## src/rtl/tinuc_pipe_ctrl.sv

```systemverilog
// Pipeline sequencer for the 5-stage TinuC core: bank enables/clears, load-use stalls,
// branch flushes, data-RAM wait states, halt-with-drain and saturating perf counters.
module tinuc_pipe_ctrl #(
    parameter int unsigned CNT_W     = 16,
    parameter int unsigned TIMEOUT   = 64,
    parameter int unsigned DRAIN_CYC = 4
) (
    input  logic             CLK,
    input  logic             RESET_N,
    input  logic [4:0]       id_rs1,
    input  logic [4:0]       id_rs2,
    input  logic             id_use_rs1,
    input  logic             id_use_rs2,
    input  logic             ex_memread,
    input  logic [4:0]       ex_rd,
    input  logic             mem_branch_tk,
    input  logic             mem_access,
    input  logic             mem_ack,
    input  logic             halt_req,
    output logic             pc_en,
    output logic             ifid_en,
    output logic             idex_en,
    output logic             exmem_en,
    output logic             memwb_en,
    output logic             ifid_clr,
    output logic             idex_clr,
    output logic             exmem_clr,
    output logic             memwb_clr,
    output logic             halted,
    output logic             mem_err,
    output logic [CNT_W-1:0] stall_cnt,
    output logic [CNT_W-1:0] flush_cnt,
    output logic [CNT_W-1:0] wait_cnt
);

    localparam int unsigned WcntW = $clog2(TIMEOUT + 1);
    localparam int unsigned DcntW = $clog2(DRAIN_CYC + 1);
    localparam logic [WcntW-1:0] WcntLast = WcntW'(TIMEOUT - 1);
    localparam logic [DcntW-1:0] DcntLast = DcntW'(DRAIN_CYC - 1);
    localparam logic [CNT_W-1:0] CntMax   = {CNT_W{1'b1}};

    typedef enum logic [1:0] {StRun, StMemWait, StDrain, StHalted} state_e;

    state_e             state_q, state_d;
    state_e             ret_q, ret_d;
    logic [WcntW-1:0]   wcnt_q, wcnt_d;
    logic [DcntW-1:0]   dcnt_q, dcnt_d;
    logic               mem_err_q, mem_err_d;
    logic [CNT_W-1:0]   stall_cnt_q, stall_cnt_d;
    logic [CNT_W-1:0]   flush_cnt_q, flush_cnt_d;
    logic [CNT_W-1:0]   wait_cnt_q, wait_cnt_d;

    logic lu_haz;
    logic freeze;
    logic flush;
    logic stall;

    assign lu_haz = ex_memread && (ex_rd != 5'd0) &&
                    ((id_use_rs1 && (id_rs1 == ex_rd)) || (id_use_rs2 && (id_rs2 == ex_rd)));

    // State register
    always_ff @(posedge CLK or negedge RESET_N) begin
        if (!RESET_N) begin
            state_q     <= StRun;
            ret_q       <= StRun;
            wcnt_q      <= '0;
            dcnt_q      <= '0;
            mem_err_q   <= 1'b0;
            stall_cnt_q <= '0;
            flush_cnt_q <= '0;
            wait_cnt_q  <= '0;
        end else begin
            state_q     <= state_d;
            ret_q       <= ret_d;
            wcnt_q      <= wcnt_d;
            dcnt_q      <= dcnt_d;
            mem_err_q   <= mem_err_d;
            stall_cnt_q <= stall_cnt_d;
            flush_cnt_q <= flush_cnt_d;
            wait_cnt_q  <= wait_cnt_d;
        end
    end

    // Next-state logic
    always_comb begin
        state_d     = state_q;
        ret_d       = ret_q;
        wcnt_d      = wcnt_q;
        dcnt_d      = dcnt_q;
        mem_err_d   = mem_err_q;
        stall_cnt_d = stall_cnt_q;
        flush_cnt_d = flush_cnt_q;
        wait_cnt_d  = wait_cnt_q;

        if (stall && (stall_cnt_q != CntMax)) stall_cnt_d = stall_cnt_q + CNT_W'(1);
        if (flush && (flush_cnt_q != CntMax)) flush_cnt_d = flush_cnt_q + CNT_W'(1);
        if (freeze && (wait_cnt_q != CntMax)) wait_cnt_d = wait_cnt_q + CNT_W'(1);

        unique case (state_q)
            StRun: begin
                if (freeze) begin
                    state_d = StMemWait;
                    ret_d   = StRun;
                    wcnt_d  = WcntW'(1);
                end else if (!flush && !stall && halt_req) begin
                    state_d = StDrain;
                    dcnt_d  = '0;
                end
            end
            StMemWait: begin
                if (mem_ack) begin
                    state_d = ret_q;
                    wcnt_d  = '0;
                end else if (wcnt_q == WcntLast) begin
                    mem_err_d = 1'b1;
                    state_d   = StHalted;
                    wcnt_d    = '0;
                end else begin
                    wcnt_d = wcnt_q + WcntW'(1);
                end
            end
            StDrain: begin
                // A RAM wait pauses the drain count; it resumes on return from MemWait.
                if (freeze) begin
                    state_d = StMemWait;
                    ret_d   = StDrain;
                    wcnt_d  = WcntW'(1);
                end else if (dcnt_q == DcntLast) begin
                    state_d = StHalted;
                    dcnt_d  = '0;
                end else begin
                    dcnt_d = dcnt_q + DcntW'(1);
                end
            end
            StHalted: begin
                if (!halt_req && !mem_err_q) state_d = StRun;
            end
        endcase
    end

    // Output logic
    always_comb begin
        pc_en     = 1'b1;
        ifid_en   = 1'b1;
        idex_en   = 1'b1;
        exmem_en  = 1'b1;
        memwb_en  = 1'b1;
        ifid_clr  = 1'b0;
        idex_clr  = 1'b0;
        exmem_clr = 1'b0;
        memwb_clr = 1'b0;
        freeze    = 1'b0;
        flush     = 1'b0;
        stall     = 1'b0;

        unique case (state_q)
            StRun: begin
                if (mem_access && !mem_ack) freeze = 1'b1;
                else if (mem_branch_tk)     flush  = 1'b1;
                else if (lu_haz)            stall  = 1'b1;
            end
            StMemWait: begin
                if (!mem_ack)           freeze = 1'b1;
                else if (mem_branch_tk) flush  = 1'b1;
                else if (lu_haz)        stall  = 1'b1;
            end
            StDrain: begin
                if (mem_access && !mem_ack) begin
                    freeze = 1'b1;
                end else begin
                    pc_en    = 1'b0;
                    ifid_clr = 1'b1;
                    flush    = mem_branch_tk;
                end
            end
            StHalted: begin
                pc_en    = 1'b0;
                ifid_en  = 1'b0;
                idex_en  = 1'b0;
                exmem_en = 1'b0;
                memwb_en = 1'b0;
            end
        endcase

        if (freeze) begin
            pc_en     = 1'b0;
            ifid_en   = 1'b0;
            idex_en   = 1'b0;
            exmem_en  = 1'b0;
            memwb_en  = 1'b0;
            memwb_clr = 1'b1;
        end
        if (flush) begin
            pc_en     = 1'b1;
            ifid_clr  = 1'b1;
            idex_clr  = 1'b1;
            exmem_clr = 1'b1;
        end
        if (stall) begin
            pc_en    = 1'b0;
            ifid_en  = 1'b0;
            idex_clr = 1'b1;
        end
    end

    assign halted    = (state_q == StHalted);
    assign mem_err   = mem_err_q;
    assign stall_cnt = stall_cnt_q;
    assign flush_cnt = flush_cnt_q;
    assign wait_cnt  = wait_cnt_q;

endmodule

```

## config.mk

```make
export PLATFORM = sky130hd
export DESIGN_NAME = tinuc_pipe_ctrl
export DESIGN_NICKNAME = d
export VERILOG_FILES = /design/src/rtl/tinuc_pipe_ctrl.sv
export SDC_FILE = /design/constraint.sdc
export NUM_CORES = 1
export LEC_CHECK = 0
export BUFFER_PORTS_ARGS = -buffer_cell sky130_fd_sc_hd__buf_2
export CORE_UTILIZATION = 57
export DETAILED_ROUTE_END_ITERATION = 10
export PLACE_DENSITY = 0.85
export SYNTH_ARGS = -nofsm -noshare
export SYNTH_HDL_FRONTEND = slang
export SYNTH_SLANG_ARGS = --single-unit
```

## constraint.sdc

```tcl
create_clock -name CLK -period 2.81 [get_ports CLK]
set_clock_uncertainty 0.1 [all_clocks]
set_input_delay 0.4215 -clock CLK [delete_from_list [all_inputs] [get_ports CLK]]
set_output_delay 0.4215 -clock CLK [all_outputs]
set_load 0.1 [all_outputs]
```

* Word level (Yosys, flattened, before mapping)
Cells that the tools add are included.
** Storage, ports and cells
- Register bits after elaboration :: 63
- Bits of input ports :: 24
- Logic and storage cells :: 107
** Operators by class
- Add/sub/neg operators :: 5
- Equal/unequal tests :: 20
- Muxes and demuxes :: 46
- Bitwise logic cells :: 1
- Reduce and logical (&&, ||, !) cells :: 27
** Operators by type and width (count)
- 16-bit by 1-bit adder with 16-bit output (second input constant) :: 3
- 16-bit != test (second input constant) :: 3
- 1-bit 2-to-1 mux :: 22
- 7-bit 2-to-1 mux :: 3
- 2-bit 2-to-1 mux :: 9
- 7-bit case mux with 2 select lines :: 1
- 3-bit 2-to-1 mux :: 4
- 1-bit logical AND :: 11
- 5-bit equality test :: 2
- 2-bit != test (second input constant) :: 5
- 3-bit != test (second input constant) :: 3
- 2-bit case mux with 4 select lines :: 1
- 4-bit AND reduction :: 2
- 7-bit by 1-bit adder with 7-bit output (second input constant) :: 1
- 7-bit by 6-bit equality test with 1-bit output (second input constant) :: 1
- 1-bit case mux with 2 select lines :: 3
- 3-bit case mux with 2 select lines :: 1
- 3-bit AND reduction :: 2
- 1-bit logical NOT :: 5
- 5-bit nonzero test :: 1
- 2-bit equality test (second input constant) :: 2
- 2-bit by 1-bit != test with 1-bit output (second input constant) :: 2
- 2-bit case mux with 2 select lines :: 1
- 2-bit nonzero test :: 2
- other kinds (9) :: 9

* Longest topological paths before layout
Gate-level depths: netlist of the first run.
- Word-level depth :: 14
- Gate-level depth with buffers :: 7

* Least setup slack after synthesis of the first run
OpenSTA, ideal clock, no wires.
- Kind :: in2out
- Start point :: input ex_rd[1]
- End point :: output ifid_en
- Data arrival time :: 3.418 ns
- Required time :: 2.289 ns
- Path slack :: -1.129 ns
- Cell stages on the path :: 5
- Cell sequence :: or4_1 -> nor2_1 -> nor4b_4 -> and2_1 -> nor3_1
** On the way
- Longest elaborated chain between the ends :: 9
- Elaborated cells on any way between the ends :: 14
- Those cells by class :: eq/ne: 2; mux: 6; reduce/logical: 6
** RTL lines
- from (decl) :: line 15 : input logic [4:0] ex_rd,
- 5-bit equality test :: line 59 : ((id_use_rs1 && (id_rs1 == ex_rd)) || (id_use_rs2 && (id_rs2 == ex_rd)));
- 1-bit logical AND :: line 59
- 1-bit logical OR :: line 59
- 1-bit logical AND (*) :: line 58 : assign lu_haz = ex_memread && (ex_rd != 5'd0) &&
- 1-bit 2-to-1 mux (*) :: line 160, 165
- 1-bit 2-to-1 mux (*) :: line 159 : else if (mem_branch_tk) flush = 1'b1;
- 1-bit 2-to-1 mux, on equally long branches :: line 163, 158
- 1-bit case mux with 2 select lines (*) :: line 156 : unique case (state_q)
- 1-bit 2-to-1 mux (*) :: line 199 : if (stall) begin
- to (decl) :: line 21 : output logic ifid_en,
Mark *: on every way between the ends. The rest lies on a longest branch, timed or not.

* Final worst setup path of the first run
- Start point :: input ex_rd[1]
- End point :: output idex_clr
** On the way
- Longest elaborated chain between the ends :: 9
- Elaborated cells on any way between the ends :: 14
- Those cells by class :: eq/ne: 2; mux: 6; reduce/logical: 6
** RTL lines
- 5-bit equality test :: line 59
- 1-bit logical AND :: line 59
- 1-bit logical OR :: line 59
- 1-bit logical AND (*) :: line 58
- 1-bit 2-to-1 mux (*) :: line 160, 165
- 1-bit 2-to-1 mux (*) :: line 159
- 1-bit 2-to-1 mux, on equally long branches :: line 163, 158
- 1-bit case mux with 2 select lines (*) :: line 156
- 1-bit 2-to-1 mux (*) :: line 199
- to (decl) :: line 26 : output logic idex_clr,
Marks and branches as above.

==> metrics.cfg, run 1 <==
[run_status]
status=complete, no violations

[setup_path]
cp_max_fo=3
ff2ff_path_depth=7
path_class=in2out
startpoint_type=primary input
r2r_start=state_q[0]
required_ps=2290
crit_end=idex_clr
reg2reg_slack_ps=740
critPathArrivalTime_ps=2120
critPathLaunch=ex_rd[1]
r2r-end=wait_cnt[14]
endpoint_kind=output port

[cts]
clock_sinks=62
insertion_delay_ps=340
cts_buffer_depth=2
post-cts-setup-buffers=0
path_clk_slew_ps=70
cts_tree=yes
cts_buffers=9
h-tree-depth=3
cts.hold.buffers_added=1
cts_root_buf=clkbuf_8
cts_resized=0

[yosys]
yosysWarnings=0
ys_async_sr_fraction=1.00
synth_top_family_by_area=simple AND/OR/NAND/NOR gates
synth.area.top_cells=dfrtp_1, xnor2_1, xor2_1
syn_avg_cell_area_sq_um=10.1
synth_compound_area_frac=0.0809
yosys.area.top_type=dfrtp_1
synth_top_flop_cell=dfrtp_1
yosys-top-cells-count=dfrtp_1, nand2_1, nor2_1
ys_types=45
synth_xor_area_frac=0.141
synthMuxAreaShare=0.0205
synth-edff-count=0
syn_area_sq_mm=0.00323
syn-num-nets=350
synth.most_common_cell=dfrtp_1
yosysSeqAreaShare=0.480
synthAdderAreaFrac=0.0194
synth-seq-cells=62
syn_inst=321
synth_top_area_frac=0.480
synth-simple-area-share=0.237

[sta]
finalCritPeriodShare=0.941
finalWorstSetupSlack_ps=166
tightest_slew_ps=504
maxSlewHeadroom=0.666
rsz0062_at_grt=no
min_period_ps=2640
timing.fmax_mhz=378
setup_violations=0
hold_violations=0
setup_tns_ps=0
maxSlewViolCount=0

[die]
die_x_um=77.3
start_util=0.590
die_area_sq_mm=0.00597
die_h_um=77.3
placementRows=27
pin_count=83
core_sq_mm=0.00547

[worst_hold_path]
hold_class=in2reg

[layout]
syn_to_final_growth_pct=25.6
layout-drive-gt1-share=0.302
n_fill_cell=416
multi_input_area_sq_mm=0.00163
regArea_sq_mm=0.00155
n_antenna_cell=0
finalNetCount=445

[placed_design]
portBuffers=82
gp_congestion=0.802
pre_cts_ws_ps=186
dp_hpwl_mm=4.90

[global_routing]
grt_max_degree=63
use_met2=0.395
grt_overflow=0
use_met1=0.330
grt_use_met3=0.0595
grt_pass1_vias=2547
grt_pass1_wl_mm=11.6
grt-busiest-layer=met2
antenna_found_initial=0
grt_use_total=0.249

[pwr]
ir_drop_v=0.000934
seqPwrFrac=0.291
p_leak_nw=2.00
combPwrFrac=0.472
clockPowerShare=0.238
p_int_mw=2.10
p_switching_mw=2.01
switching_share=0.490
p_per_area_mw_per_mm2=1010

[routing]
drc=0
post_drt_wl_per_cell_um=13.9
antenna_left=0
vias=2705
drt-pass1-iter-count=5
wirelength_mm=6.88
drt_iter0_drc=187
vias_per_cell=5.49

[job]
drv_cap=0

## metrics by stage
step | util | hold WS [ps] | std cells | power [mW] | area, sq um
2_1_floorplan | - | 25.9 | 321 | 2.75 | 3240
3_3_place_gp | 0.694 | 355 | 476 | 3.10 | 3800
3_5_place_dp | 0.694 | 355 | 476 | 3.13 | 3800
4_1_cts | 0.741 | 328 | 493 | 4.12 | 4060
5_1_grt | 0.741 | 357 | 493 | 4.28 | 4060
6_report | 0.741 | 338 | 493 | 4.11 | 4060
## layer usage
metal	share of wire	vias up
met2	0.50	86
met1	0.43	1296
met3	0.050	16
met5	0	-
li1	-	1307
met4	0.022	0
## power by group through the flow
| stage | registers [mW] | clock network (mW) | logic [mW] |
|---|---|---|---|
| finish | 1.19 | 0.976 | 1.94 |
| global route | 1.22 | 1.03 | 2.03 |
| CTS | 1.19 | 0.986 | 1.94 |
| detailed placement | 1.21 | 0 | 1.93 |
| global placement | 1.20 | 0 | 1.90 |
| floorplan | 1.78 | 0 | 0.976 |
## kinds of logic (layout without fill, tap and decap cells)
group | count (synthesis) | after routing
simple gates | 146 | 146
flops | 62 | 62
xor+xnor | 52 | 52
compound gates | 36 | 36
buf+inv | 14 | 114
mux | 6 | 6
fa+ha+maj | 5 | 5
## worst max-delay path, cell delays in order
cell     delay, ps
buf_2          130
or4_1          540
nor2_1         190
nor4b_4         80
and2_1         170
or2_2          290
buf_2          300
## worst min-delay path by stage
stage / startpoint / end / slack [ps] / depth (start not counted)
floorplan: RESET_N / dcnt_q[0] / 30 / 0
global placement: RESET_N / wait_cnt[11] / 350 / 2
detailed placement: RESET_N / wait_cnt[9] / 350 / 2
CTS: halt_req / dcnt_q[2] / 330 / 4
global route: halt_req / dcnt_q[2] / 360 / 4
finish: halt_req / dcnt_q[2] / 340 / 4
## placed cells by master (no fill, tap or decap), drive strengths merged
| cell type | Yosys | layout |
|---|---|---|
| nand2b | 3 | 3 |
| and4 | 3 | 3 |
| clkbuf | 2 | 13 |
| xnor2 | 32 | 32 |
| mux2i | 1 | 1 |
| and3 | 7 | 7 |
| bufinv | 0 | 3 |
| o31a | 1 | 1 |
| ha | 5 | 5 |
| nor2b | 1 | 1 |
| buf | 3 | 88 |
| mux2 | 5 | 5 |
| nor3 | 10 | 10 |
| a31oi | 1 | 1 |
| nor2 | 33 | 33 |
| dlygate4sd3 | 0 | 1 |
| nor4b | 1 | 1 |
| nor4 | 5 | 5 |
| a211o | 1 | 1 |
| nand3 | 22 | 22 |
| nor3b | 1 | 1 |
| and2 | 3 | 3 |
| o31ai | 3 | 3 |
| o21bai | 1 | 1 |
| nand4 | 14 | 14 |
| o21ai | 12 | 12 |
| a311oi | 1 | 1 |
| dfrtp | 62 | 62 |
| a211oi | 2 | 2 |
| inv | 9 | 9 |
| o311ai | 1 | 1 |
| or2 | 2 | 2 |
| a21oi | 9 | 9 |
| o21a | 2 | 2 |
| nand2 | 40 | 40 |
| o22ai | 2 | 2 |
| or4 | 1 | 1 |
| xor2 | 20 | 20 |
## final cells by class
type                    count  area share
flip-flops and latches     62       0.382
well taps                  72      0.0222
repair buffers             89       0.125
inverters                   9     0.00833
clock buffers              13      0.0392
multi-input cells         245       0.401
clock inverters             3      0.0222
## sequential cells by signal (all words and copies together) (netlist names)
register   count
flush_cnt     16
stall_cnt     16
wait_cnt      16
wcnt_q         7
dcnt_q         3
state_q        2
mem_err        1
ret_q          1
Note: power is estimated with default switching activity, not from simulation.
==> inputs of run 2 (changes only) <==
==> config.mk (replaced) <==
export PLATFORM = sky130hd
export DESIGN_NAME = tinuc_pipe_ctrl
export DESIGN_NICKNAME = d
export VERILOG_FILES = /design/src/rtl/tinuc_pipe_ctrl.sv
export SDC_FILE = /design/constraint.sdc
export NUM_CORES = 1
export LEC_CHECK = 0
export BUFFER_PORTS_ARGS = -buffer_cell sky130_fd_sc_hd__clkbuf_2
export CORE_UTILIZATION = 50
export DETAILED_ROUTE_END_ITERATION = 10
export PLACE_DENSITY = 0.76
export SYNTH_ARGS = -nofsm -noshare
export SYNTH_HDL_FRONTEND = slang
export SYNTH_SLANG_ARGS = --single-unit
==> metrics.cfg, run 2 (same netlist as run 1, synthesis figures left out) <==
[sta]
tightest_slew_ps=693
timing.fmax_mhz=382
hold_violations=0
min_period_ps=2620
rsz0062_at_grt=no
setup_violations=0
maxSlewViolCount=0
maxSlewHeadroom=0.538
finalCritPeriodShare=0.931

[job]
drv_cap=0

[cts]
clock_sinks=62
cts_resized=0
post-cts-setup-buffers=0
cts_buffer_depth=2
path_clk_slew_ps=70
cts.hold.buffers_added=0
cts_buffers=9
insertion_delay_ps=330
cts_root_buf=clkbuf_8
h-tree-depth=3
cts_tree=yes

[worst_hold_path]
hold_class=in2async

[global_routing]
grt_use_total=0.215
grt_overflow=0
grt_max_degree=28
grt_pass1_vias=2371
antenna_found_initial=0
grt_pass1_wl_mm=10.8

[die]
pin_count=83
placementRows=28
core_sq_mm=0.00606
start_util=0.533
die_h_um=82.4
die_x_um=82.4
die_area_sq_mm=0.00679

[layout]
n_fill_cell=510
multi_input_area_sq_mm=0.00163
finalNetCount=443
regArea_sq_mm=0.00155
n_antenna_cell=0
final_area_sq_mm=0.00402
final_util=0.663
syn_to_final_growth_pct=24.4
layout-drive-gt1-share=0.303
mostFrequentLayoutCells=clkbuf_2, dfrtp_1, nand2_1
final_common_cell=clkbuf_2

[setup_path]
startpoint_type=primary input
required_ps=2290
r2r-end=wait_cnt[1]
endpoint_kind=output port
ff2ff_path_depth=6
critPathTopFamily=simple AND/OR/NAND/NOR gates
crit_path_cell_trace=clkbuf_2 -> or4_1 -> nor2_1 -> nor4b_4 -> and2_1 -> or2_2 -> buf_12
path_class=in2out
crit_buf_inv=2
r2r_start=wait_cnt[0]
slowest_stage=or4_1
reg2reg_slack_ps=600
cp_max_fo=6
critPathArrivalTime_ps=2090
critPathLaunch=ex_rd[1]
critical_path.max_stage_delay_ps=520

[routing]
antenna_left=0
vias_per_cell=5.29
drt-pass1-iter-count=4
drc=0
vias=2611
drt_iter0_drc=68
post_drt_wl_per_cell_um=14.1
wirelength_mm=6.94

[pwr]
p_per_area_mw_per_mm2=988
ir_drop_v=0.000983
p_leak_nw=1.95

[placed_design]
dp_hpwl_mm=5.31
portBuffers=82
gp_congestion=0.823
placed_area_sq_mm=0.00380

[run_status]
status=complete, no violations

==> run 2: cell count changes in the layout (fill, tap and decap cells not counted), sizes merged <==
cell         before  now
clkbuf           13   93
clkinvlp          0    1
buf              88    8
dlygate4sd3       1    0
bufinv            3    1
==> run 2: area by class of cell <==
class	instances	share of cell area
Tap cell	75	0.0234
Clock inverter	2	0.00934
Multi-Input combinational cell	245	0.405
Timing Repair Buffer	87	0.123
Clock buffer	14	0.0455
Sequential cell	62	0.386
Inverter	9	0.00841
==> run 2: worst max-delay path by stage <==
stage | end | slack (ps) | cells past startpoint
detailed placement | idex_clr | 180 | 7
floorplan | ifid_en | -280 | 5
global route | idex_clr | 130 | 7
finish | idex_clr | 190 | 7
CTS | idex_clr | 180 | 7
global placement | idex_clr | 170 | 7
==> run 2: layer usage <==
metal | vias up | share of wire | GRT usage
met4 | 0 | 0.015 | 0.100
met1 | 1242 | 0.46 | 0.287
li1 | 1307 | - | -
met5 | - | 0 | 0
met2 | 54 | 0.48 | 0.335
met3 | 8 | 0.045 | 0.0462
==> run 2: where the power goes <==
group          leakage, nW  total [mW]  switching (mW)  internal, mW
combinational         1.02        1.93            1.50         0.425
sequential           0.826        1.20           0.171          1.03
clock                0.109       0.844           0.336         0.508
==> run 2: through the flow <==
stage	instances	TNS (ps)	setup WS (ps)	power, mW	hold WS (ps)
after floorplan	321	-575	-280	2.75	25.9
after global placement	478	0	175	3.11	374
after detailed placement	478	0	182	3.15	389
after CTS	494	0	179	3.99	29.7
after global routing	494	0	133	4.13	78.8
final	494	0	194	3.97	25.7
==> run 2: worst register-to-register path: stages (launching register included) <==
cell and delay (ps):
dfrtp_1 430, ha_1 270, and4_1 230, nand3_1 140, nor2_1 90, nor3_1 420, mux2_2 400
==> inputs of run 3 (changes only) <==
--- a/config.mk
+++ b/config.mk
@@ -6,9 +6,11 @@
 export NUM_CORES = 1
 export LEC_CHECK = 0
 export BUFFER_PORTS_ARGS = -buffer_cell sky130_fd_sc_hd__clkbuf_2
-export CORE_UTILIZATION = 50
+export CELL_PAD_IN_SITES_DETAIL_PLACEMENT = 0
+export CELL_PAD_IN_SITES_GLOBAL_PLACEMENT = 2
+export CORE_UTILIZATION = 32
 export DETAILED_ROUTE_END_ITERATION = 10
-export PLACE_DENSITY = 0.76
+export PLACE_DENSITY_LB_ADDON = 0.1
 export SYNTH_ARGS = -nofsm -noshare
 export SYNTH_HDL_FRONTEND = slang
 export SYNTH_SLANG_ARGS = --single-unit
==> constraint.sdc (replaced) <==
create_clock -name CLK -period 2.8 [get_ports CLK]
set_clock_uncertainty 0.1 [all_clocks]
set_input_delay 0.42 -clock CLK [delete_from_list [all_inputs] [get_ports CLK]]
set_output_delay 0.42 -clock CLK [all_outputs]
set_load 0.1 [all_outputs]
==> metrics.cfg, run 3 (same netlist as run 1, synthesis figures left out) <==
[cts]
cts_tree=yes
cts_root_buf=clkbuf_8
cts.hold.buffers_added=0
path_clk_slew_ps=80
cts_resized=0
insertion_delay_ps=350
post-cts-setup-buffers=0
cts_buffer_depth=2
h-tree-depth=3
cts_buffers=9
clock_sinks=62

[setup_path]
critPathLaunch=ex_rd[1]
critical_path.max_stage_delay_ps=520
crit_path_cell_trace=clkbuf_2 -> or4_1 -> nor2_1 -> nor4b_4 -> and2_1 -> or2_2 -> buf_12
startpoint_type=primary input
slowest_stage=or4_1
critPathArrivalTime_ps=2080
reg2reg_slack_ps=650
r2r_start=state_q[0]
path_class=in2out
crit_end=idex_clr
r2r-end=wait_cnt[14]
cp_max_fo=6
required_ps=2280
ff2ff_path_depth=7
endpoint_kind=output port

[global_routing]
grt_use_total=0.154
use_met2=0.242
grt_pass1_vias=2518
grt_pass1_wl_mm=12.3
grt_max_degree=39
use_met1=0.196
grt-busiest-layer=met2
grt_overflow=0
antenna_found_initial=0
grt_use_met3=0.0492

[die]
core_sq_mm=0.00977
die_h_um=102
pin_count=83
die_area_sq_mm=0.0105
die_x_um=102
placementRows=36
start_util=0.331

[placed_design]
pre_cts_ws_ps=183
gp_congestion=0.740
portBuffers=82
placed_area_sq_mm=0.00387
dp_cells=535
dp_hpwl_mm=5.65

[routing]
post_drt_wl_per_cell_um=13.7
vias=2627
wirelength_mm=7.55
drt_iter0_drc=40
drc=0
drt-pass1-iter-count=4
antenna_left=0
vias_per_cell=4.77

[pwr]
p_per_area_mw_per_mm2=982
p_leak_nw=1.95
ir_drop_v=0.000698

[layout]
layout-drive-gt1-share=0.301
final_common_cell=clkbuf_2
final_area_sq_mm=0.00409
final_util=0.418
mostFrequentLayoutCells=clkbuf_2, dfrtp_1, nand2_1
multi_input_area_sq_mm=0.00163
syn_to_final_growth_pct=26.6
regArea_sq_mm=0.00155
finalNetCount=442
n_fill_cell=1051
finalNonFillerCells=551
n_antenna_cell=0

[sta]
finalCritPeriodShare=0.929
hold_violations=0
setup_violations=0
finalWorstSetupSlack_ps=198
maxSlewHeadroom=0.504
maxSlewViolCount=0
rsz0062_at_grt=no
tightest_slew_ps=743
min_period_ps=2600
timing.fmax_mhz=384

[worst_hold_path]
hold_class=in2async

[run_status]
status=complete, no violations

[job]
drv_cap=0

[run 3: how the worst min path moves through the flow]
| stage | from | to | depth (start not counted) |
|---|---|---|---|
| finish | RESET_N | flush_cnt[0] | 1 |
| CTS | RESET_N | flush_cnt[0] | 1 |
| global route | RESET_N | flush_cnt[0] | 1 |
| detailed placement | stall_cnt[5] | stall_cnt[5] | 1 |
| global placement | stall_cnt[10] | stall_cnt[10] | 1 |
| floorplan | RESET_N | dcnt_q[0] | 0 |
[run 3: area by class of cell]
cell class / count / share of cell area
Multi-Input combinational cell: 245 / 0.397
Sequential cell: 62 / 0.379
Timing Repair Buffer: 86 / 0.122
Tap cell: 133 / 0.0407
Clock buffer: 10 / 0.0312
Clock inverter: 6 / 0.0211
Inverter: 9 / 0.00826
[run 3: metrics by stage]
stage / hold WS (ps) / TNS (ps) / total power [mW]
final: 26.9 / 0 / 4.01
after global routing: 64.7 / 0 / 4.23
after CTS: 23.0 / 0 / 4.07
after detailed placement: 389 / 0 / 3.18
after global placement: 377 / 0 / 3.17
after floorplan: 24.4 / -622 / 2.76
[run 3: power breakdown]
group	leakage [nW]	switching (mW)	internal (mW)	total [mW]
sequential	0.826	0.175	1.03	1.21
clock	0.106	0.374	0.500	0.874
combinational	1.02	1.51	0.427	1.93
[run 3: critical path: cells and delay by family]
kind	cells	cell delay, ps
buf+inv	2	280
simple gates	5	1370
[run 3: metal layers]
metal | part of all wire | up-vias
met2 | 0.48 | 40
li1 | - | 1300
met1 | 0.46 | 1274
met3 | 0.043 | 13
met5 | 0 | -
met4 | 0.017 | 0
